## src/rtl/alu4_cmd_sequencer_if.sv

```systemverilog
// Command-side and result-side valid/ready bundle for alu4_cmd_sequencer.
// cmd_chain exists only when ALU4_CHAIN_EN is defined.
interface alu4_cmd_sequencer_if;
  logic       cmd_valid;
  logic       cmd_ready;
  logic [2:0] cmd_op;
  logic [3:0] cmd_a;
  logic [3:0] cmd_b;
`ifdef ALU4_CHAIN_EN
  logic       cmd_chain;
`endif
  logic       out_valid;
  logic       out_ready;
  logic [4:0] out_result;
  logic       out_cout;
  logic       out_err;

`ifdef ALU4_CHAIN_EN
  modport master (
    output cmd_valid, cmd_op, cmd_a, cmd_b, cmd_chain, out_ready,
    input  cmd_ready, out_valid, out_result, out_cout, out_err
  );
  modport slave (
    input  cmd_valid, cmd_op, cmd_a, cmd_b, cmd_chain, out_ready,
    output cmd_ready, out_valid, out_result, out_cout, out_err
  );
`else
  modport master (
    output cmd_valid, cmd_op, cmd_a, cmd_b, out_ready,
    input  cmd_ready, out_valid, out_result, out_cout, out_err
  );
  modport slave (
    input  cmd_valid, cmd_op, cmd_a, cmd_b, out_ready,
    output cmd_ready, out_valid, out_result, out_cout, out_err
  );
`endif
endinterface

```

## src/rtl/alu4_cmd_sequencer.sv

```systemverilog
// Command FIFO + result register around the 4-bit ALU; ALU4_CHAIN_EN adds cmd_chain (operand1 = last result).
// Captured one edge after push, 1 result/cycle; cmd_ready = !full, out_* held while out_ready is low.
module alu4_cmd_sequencer #(
  parameter int DEPTH = 4,
  parameter int CNT_W = 8
) (
  input  logic                 clk,
  input  logic                 rst_n,
  alu4_cmd_sequencer_if.slave  bus,
  output logic [2:0]           alu_sig,
  output logic [3:0]           alu_op1,
  output logic [3:0]           alu_op2,
  input  logic [4:0]           alu_result,
  input  logic                 alu_cout,
  output logic [CNT_W-1:0]     ops_done
);
  localparam int AW = $clog2(DEPTH);
  localparam logic [AW:0]      PTR_ONE = (AW+1)'(1);
  localparam logic [CNT_W-1:0] CNT_ONE = CNT_W'(1);
  localparam logic [2:0] OP_ADD = 3'd1;
  localparam logic [2:0] OP_SUB = 3'd2;
  localparam logic [2:0] OP_DIV = 3'd3;
  localparam logic [2:0] OP_REM = 3'd4;

  typedef struct packed {
    logic [2:0] op;
    logic [3:0] a;
    logic [3:0] b;
`ifdef ALU4_CHAIN_EN
    logic       chain;
`endif
  } cmd_t;

  typedef enum logic {S_EMPTY, S_FULL} state_t;

  cmd_t        mem [DEPTH];
  cmd_t        cmd_in;
  cmd_t        head;
  logic [AW:0] wr_ptr;
  logic [AW:0] rd_ptr;
  logic        full;
  logic        empty;
  logic        push;
  logic        pop;
  logic        cap_err;
  logic        cap_cout;
  state_t      state;

  // Extra pointer MSB distinguishes full from empty when the index bits match.
  assign full  = (wr_ptr[AW] != rd_ptr[AW]) && (wr_ptr[AW-1:0] == rd_ptr[AW-1:0]);
  assign empty = (wr_ptr == rd_ptr);
  assign push  = bus.cmd_valid && !full;
  assign pop   = !empty && ((state == S_EMPTY) || bus.out_ready);
  assign head  = mem[rd_ptr[AW-1:0]];

  assign bus.cmd_ready = !full;
  assign bus.out_valid = (state == S_FULL);

  always_comb begin
    cmd_in    = '0;
    cmd_in.op = bus.cmd_op;
    cmd_in.a  = bus.cmd_a;
    cmd_in.b  = bus.cmd_b;
`ifdef ALU4_CHAIN_EN
    cmd_in.chain = bus.cmd_chain;
`endif
  end

  always_comb begin
    alu_sig = '0;
    alu_op1 = '0;
    alu_op2 = '0;
    if (!empty) begin
      alu_sig = head.op;
      alu_op1 = head.a;
      alu_op2 = head.b;
`ifdef ALU4_CHAIN_EN
      // out_result is the latest capture whether it is still held or being accepted now.
      if (head.chain) alu_op1 = bus.out_result[3:0];
`endif
    end
  end

  assign cap_err  = ((alu_sig == OP_DIV) || (alu_sig == OP_REM)) && (alu_op2 == 4'd0);
  assign cap_cout = ((alu_sig == OP_ADD) || (alu_sig == OP_SUB)) && alu_cout;

  always_ff @(posedge clk) begin
    if (push) mem[wr_ptr[AW-1:0]] <= cmd_in;
  end

  always_ff @(posedge clk or negedge rst_n) begin
    if (!rst_n) begin
      wr_ptr <= '0;
      rd_ptr <= '0;
    end else begin
      if (push) wr_ptr <= wr_ptr + PTR_ONE;
      if (pop)  rd_ptr <= rd_ptr + PTR_ONE;
    end
  end

  always_ff @(posedge clk or negedge rst_n) begin
    if (!rst_n) begin
      state          <= S_EMPTY;
      bus.out_result <= '0;
      bus.out_cout   <= 1'b0;
      bus.out_err    <= 1'b0;
      ops_done       <= '0;
    end else begin
      if ((state == S_FULL) && bus.out_ready) ops_done <= ops_done + CNT_ONE;
      case (state)
        S_EMPTY: begin
          if (pop) begin
            state          <= S_FULL;
            bus.out_result <= cap_err ? 5'd0 : alu_result;
            bus.out_cout   <= cap_cout;
            bus.out_err    <= cap_err;
          end
        end
        S_FULL: begin
          if (pop) begin
            bus.out_result <= cap_err ? 5'd0 : alu_result;
            bus.out_cout   <= cap_cout;
            bus.out_err    <= cap_err;
          end else if (bus.out_ready) begin
            state <= S_EMPTY;
          end
        end
        default: state <= S_EMPTY;
      endcase
    end
  end
endmodule
```

## src/flat_wrapper.sv

```systemverilog
// flat-port wrapper written by rule: the top's interface ports become plain ports
module alu4_cmd_sequencer_flat 
#(
  parameter int DEPTH = 4,
  parameter int CNT_W = 8
)
  (clk, rst_n, alu_sig, alu_op1, alu_op2, alu_result, alu_cout, ops_done, bus_cmd_valid, bus_cmd_op, bus_cmd_a, bus_cmd_b, bus_out_ready, bus_cmd_ready, bus_out_valid, bus_out_result, bus_out_cout, bus_out_err);
  alu4_cmd_sequencer_if bus_i ();
  input  logic clk;
  input  logic rst_n;
  output logic [2:0] alu_sig;
  output logic [3:0] alu_op1;
  output logic [3:0] alu_op2;
  input  logic [4:0] alu_result;
  input  logic alu_cout;
  output logic [CNT_W-1:0] ops_done;
  input wire logic [$bits(bus_i.cmd_valid)-1:0] bus_cmd_valid;
  input wire logic [$bits(bus_i.cmd_op)-1:0] bus_cmd_op;
  input wire logic [$bits(bus_i.cmd_a)-1:0] bus_cmd_a;
  input wire logic [$bits(bus_i.cmd_b)-1:0] bus_cmd_b;
  input wire logic [$bits(bus_i.out_ready)-1:0] bus_out_ready;
  output wire logic [$bits(bus_i.cmd_ready)-1:0] bus_cmd_ready;
  output wire logic [$bits(bus_i.out_valid)-1:0] bus_out_valid;
  output wire logic [$bits(bus_i.out_result)-1:0] bus_out_result;
  output wire logic [$bits(bus_i.out_cout)-1:0] bus_out_cout;
  output wire logic [$bits(bus_i.out_err)-1:0] bus_out_err;
  assign bus_i.cmd_valid = bus_cmd_valid;
  assign bus_i.cmd_op = bus_cmd_op;
  assign bus_i.cmd_a = bus_cmd_a;
  assign bus_i.cmd_b = bus_cmd_b;
  assign bus_i.out_ready = bus_out_ready;
  assign bus_cmd_ready = bus_i.cmd_ready;
  assign bus_out_valid = bus_i.out_valid;
  assign bus_out_result = bus_i.out_result;
  assign bus_out_cout = bus_i.out_cout;
  assign bus_out_err = bus_i.out_err;
  alu4_cmd_sequencer #(.DEPTH(DEPTH), .CNT_W(CNT_W)) u_core (.clk(clk), .rst_n(rst_n), .bus(bus_i), .alu_sig(alu_sig), .alu_op1(alu_op1), .alu_op2(alu_op2), .alu_result(alu_result), .alu_cout(alu_cout), .ops_done(ops_done));
endmodule
```

## config.mk

```make
export PLATFORM = sky130hd
export DESIGN_NAME = alu4_cmd_sequencer_flat
export DESIGN_NICKNAME = d
export VERILOG_FILES = /design/src/rtl/alu4_cmd_sequencer_if.sv /design/src/rtl/alu4_cmd_sequencer.sv /design/src/flat_wrapper.sv
export SDC_FILE = /design/constraint.sdc
export NUM_CORES = 1
export LEC_CHECK = 0
export CORE_ASPECT_RATIO = 1.4
export CORE_UTILIZATION = 56
export DETAILED_ROUTE_END_ITERATION = 7
export PLACE_DENSITY = 0.84
export SLEW_MARGIN = 20
export SYNTH_ARGS = -nofsm -noshare
export SYNTH_HDL_FRONTEND = slang
export SYNTH_SLANG_ARGS = --single-unit
```

## constraint.sdc

```tcl
create_clock -name clk -period 4.6 [get_ports clk]
set_input_delay 1.15 -clock clk [delete_from_list [all_inputs] [get_ports clk]]
set_output_delay 1.15 -clock clk [all_outputs]
set_load 0.02 [all_outputs]
```

==> summary.md <==
Clock-pin slew was measured on the worst setup and hold paths at 0.06 ns. For the number of endpoints with negative hold slack in the final report, the log shows 0. Max-cap violations in this run came to 0.

Critical register-to-register path endpoint: u_core.mem[3][6]$_DFFE_PP_. The fraction of the cycle the final worst path needs is 83.4%, and the number of diodes added for antenna fixing is 0. On the final layout, the worst clock skew is 0.0106 ns.

Total congestion overflow: 0. The clock tree synthesis step divided the H-tree into 3 levels. The pin count of the biggest net entering global routing is 23. Horizontal die dimension: 61.6 um. CTS saw 66 sinks. For the core box area, the log shows 4800 um2. The maximum net fanout on the critical path is 14, and the final wirelength is 5020 um. For the worst-skew pair, the clock arrives at the later sink with an insertion delay of 0.34 ns. The number of nets in the synthesized netlist is 191. Post-CTS timing repair inserted 0 buffers for setup. In this run, distinct cell masters in the synthesized netlist total 31.

Startpoint of the tightest hold check path: u_core.ops_done[7]$_DFFE_PN0P_. The run gives 1691 as the number of global-route vias before repair. The run gives 1566 as the via total after detailed routing. The area growth from synthesis to layout is 24.3%. The minimum clock period was 3.84 ns. Cell row count: 30. The power per standard cell area is 735 nW/um2, and the final weighted congestion in routability-driven placement is 0.690.

The hold path depth is 1. After detailed routing, the average wire length per cell comes to 17.4 um. The number of input and output port buffers inserted works out to 48. Once layout is complete, the cells apart from fillers number 288. The worst setup path is of the flip-flop to output port kind. Based on the critical path, the design can be clocked at up to 261 MHz.

The sum of buffers and inverters on the critical path is 1. The total die area was 5260 um2. The tree is rooted in a clkbuf_8.

The first global-routing pass estimated 7900 um of wire. The number of instances in the placed design is 272, and the global routing usage summed across all routing layers is 22.0%. The worst-case IR drop observed on VDD is 411 uV.

Number of antenna violations at the first check in global routing: 0. Data on the critical path is required at its endpoint by 3.45 ns. Traced cell by cell, the critical path runs through xnor2_1 > and3_1 > nor2b_1 > clkdlybuf4s50_1. The run finished with clean final reports. The logs give 4 for the first-pass detailed-route iteration total and 3490 um for the placed wire-length estimate. For the quantity of hold-fixing buffers added after cts, the log shows 0. Summing the sequential cell areas from Yosys gives 67.3% of the chip area. The register-to-register setup slack came out at 2.05 ns. TritonCTS built the clock tree. For the worst slew margin relative to its limit, the log shows 53.6%. After clock tree synthesis, the repair step resized 0 gates. The cell family contributing the most delay on the critical path is flip-flops. The run gives 109 as the violation count after the first detailed-route iteration. Synthesis handed over a netlist of 164 instances. Starting density of the core: 57.9%. Setup repair after global routing left no endpoint under its margin. The maximum clock path buffer count was 2. After filler insertion, the fill cell instance count of the layout stands at 328. After routing, the total negative slack on setup checks comes to 0 ns. Number of warnings reported in the yosys synthesis log: 0.

The average instance in the mapped netlist occupies 17.0 um2. Share of post-route cells with drive strength above 1: 8.48%. After synthesis the netlist holds a flip-flop and latch count of 66. The hold path endpoint is u_core.ops_done[7]$_DFFE_PN0P_.

For the worst setup path, the data arrival time is 2.69 ns. The final number of max-transition violations came out at 0. The die height is 85.4 um, and the number of nets with antenna violations after routing is 0. STA classifies the critical path startpoint as a flip-flop.

On the critical path, the stage with the largest delay is an instance of dfrtp_1. The number of setup violations in the final report came out at 0. Dividing the detail-routed via count by the number of cells gives 5.44. In this run the static leakage power is 0.00132 uW. In the routed design, unresolved DRC markers number 0. The synthesized netlist occupies a cell area of 2780 um2. STA classifies the critical path endpoint as an output port. The tools report the number of buffers created by CTS as 9.

Measured in cells, the most critical reg-to-reg path has a length of 3. 49 I/O pins were placed. For this run, the slowest stage of the critical path takes 0.79 ns. The measured slew at the worst slew-check pin was 0.696 ns. The worst register-to-register path begins at u_core.rd_ptr[0]$_DFFE_PN0P_.

The path class of the tightest hold or removal check is flip-flop to flip-flop. The layout net count came out at 246.
cells in the mapped netlist:
| library cell | number | share of area (%) |
|---|---|---|
| a31oi_1 | 1 | 0.22 |
| a32oi_1 | 1 | 0.31 |
| nand3_1 | 5 | 0.90 |
| o21ai_0 | 3 | 0.54 |
| mux4_1 | 8 | 7.6 |
| edfxtp_1 | 44 | 47 |
| and2_1 | 4 | 0.90 |
| o21bai_1 | 1 | 0.27 |
| buf_2 | 1 | 0.18 |
| and3_1 | 1 | 0.22 |
| nor3b_1 | 1 | 0.27 |
| ha_1 | 6 | 2.7 |
| and3b_1 | 1 | 0.31 |
| xor2_1 | 7 | 2.2 |
| o211a_4 | 1 | 0.63 |
| nor3_1 | 1 | 0.18 |
| nor4_2 | 1 | 0.45 |
| mux2_2 | 2 | 0.81 |
| mux4_2 | 3 | 2.4 |
| xnor2_1 | 9 | 2.8 |
| inv_1 | 7 | 0.94 |
| nor2_1 | 7 | 0.94 |
| mux2i_1 | 5 | 1.8 |
| buf_12 | 1 | 0.72 |
| clkbuf_1 | 1 | 0.13 |
| nand2_1 | 6 | 0.81 |
| nand4b_1 | 1 | 0.31 |
| buf_6 | 1 | 0.40 |
| nor2b_1 | 11 | 2.5 |
| buf_4 | 1 | 0.27 |
| dfrtp_1 | 22 | 20 |
cell type report:
cell class | count | area, um2 | area share (%)
clock inverters | 1 | 3.75 | 0.109
repair buffers | 49 | 483 | 14.0
well taps | 64 | 80.1 | 2.32
clock buffers | 15 | 156 | 4.52
inverters | 7 | 26.3 | 0.760
multi-input cells | 86 | 837 | 24.2
flip-flops and latches | 66 | 1870 | 54.1
worst register-to-register path: cells and delay by family (launching register included):
| family | cells | cell delay (ns) |
|---|---|---|
| simple gates | 1 | 0.64 |
| xor+xnor | 1 | 0.25 |
| compound gates | 1 | 0.50 |
| flops | 1 | 0.79 |
logic make-up after synthesis:
| group | count (synthesis) | share of synthesized area, % |
|---|---|---|
| fa+ha+maj | 6 | 2.70 |
| xor+xnor | 16 | 5.04 |
| compound gates | 7 | 1.98 |
| mux | 18 | 12.6 |
| flops | 66 | 67.3 |
| buf+inv | 12 | 2.65 |
| simple gates | 39 | 7.78 |
where the power goes:
| part | total, uW | internal, uW | switching [uW] | leakage (uW) |
|---|---|---|---|---|
| Clock | 401 | 210 | 192 | 0.0000794 |
| Combinational | 1170 | 569 | 605 | 0.000576 |
| Sequential | 967 | 824 | 144 | 0.000669 |
| Total | 2540 | 1600 | 940 | 0.00132 |
flip-flops by register name, summed over array words and instances (netlist names):
signal                 cells
u_core.mem                44
u_core.bus.out_result      5
u_core.bus.out_err         1
u_core.wr_ptr              3
u_core.ops_done            8
u_core.rd_ptr              3
u_core.bus.out_valid       1
u_core.bus.out_cout        1
stage by stage:
step                hold slack, ns  setup WS (ns)  total power (uW)  instance area, um2  utilization, %
floorplan                    0.498           1.93              1680                2780               -
global placement             0.461           1.23              2100                3300            68.8
detailed placement           0.479           1.13              2150                3300            68.8
CTS                          0.490          0.762              2560                3460            72.1
global route                 0.496          0.626              2680                3460            72.0
finish                       0.487          0.762              2540                3460            72.0
how the worst max path moves through the flow:
stage	start	end	slack, ns	depth (start not counted)
after floorplan	u_core.rd_ptr[0]$_DFFE_PN0P_	alu_op1[1]	1.93	6
after CTS	u_core.rd_ptr[0]$_DFFE_PN0P_	alu_op2[0]	0.76	4
final	u_core.rd_ptr[0]$_DFFE_PN0P_	alu_op1[0]	0.76	4
after global routing	u_core.rd_ptr[0]$_DFFE_PN0P_	alu_sig[1]	0.63	4
after detailed placement	u_core.rd_ptr[0]$_DFFE_PN0P_	alu_op2[0]	1.13	4
after global placement	u_core.rd_ptr[0]$_DFFE_PN0P_	alu_op1[0]	1.23	4
routing by layer:
metal | track usage (%) | routed length [um]
met1 | 25.1 | 1960
met4 | 16.2 | 183
met3 | 3.66 | 210
met5 | 0 | 0
met2 | 35.7 | 2670
placed cells by master (no fill, tap or decap), types with 2 or more instances in the layout:
cell type         n
xor2_1            7
inv_1             7
nor2_1            7
clkbuf_8         10
and2_1            4
ha_1              6
dfrtp_1          22
mux2i_1           5
nand3_1           5
clkdlybuf4s50_1  47
nand2_1           6
xnor2_1           9
nor2b_1          11
mux4_1            8
clkbuf_1          5
mux4_2            3
edfxtp_1         44
mux2_2            2
o21ai_0           3
Power figures use the tool's default switching activity.
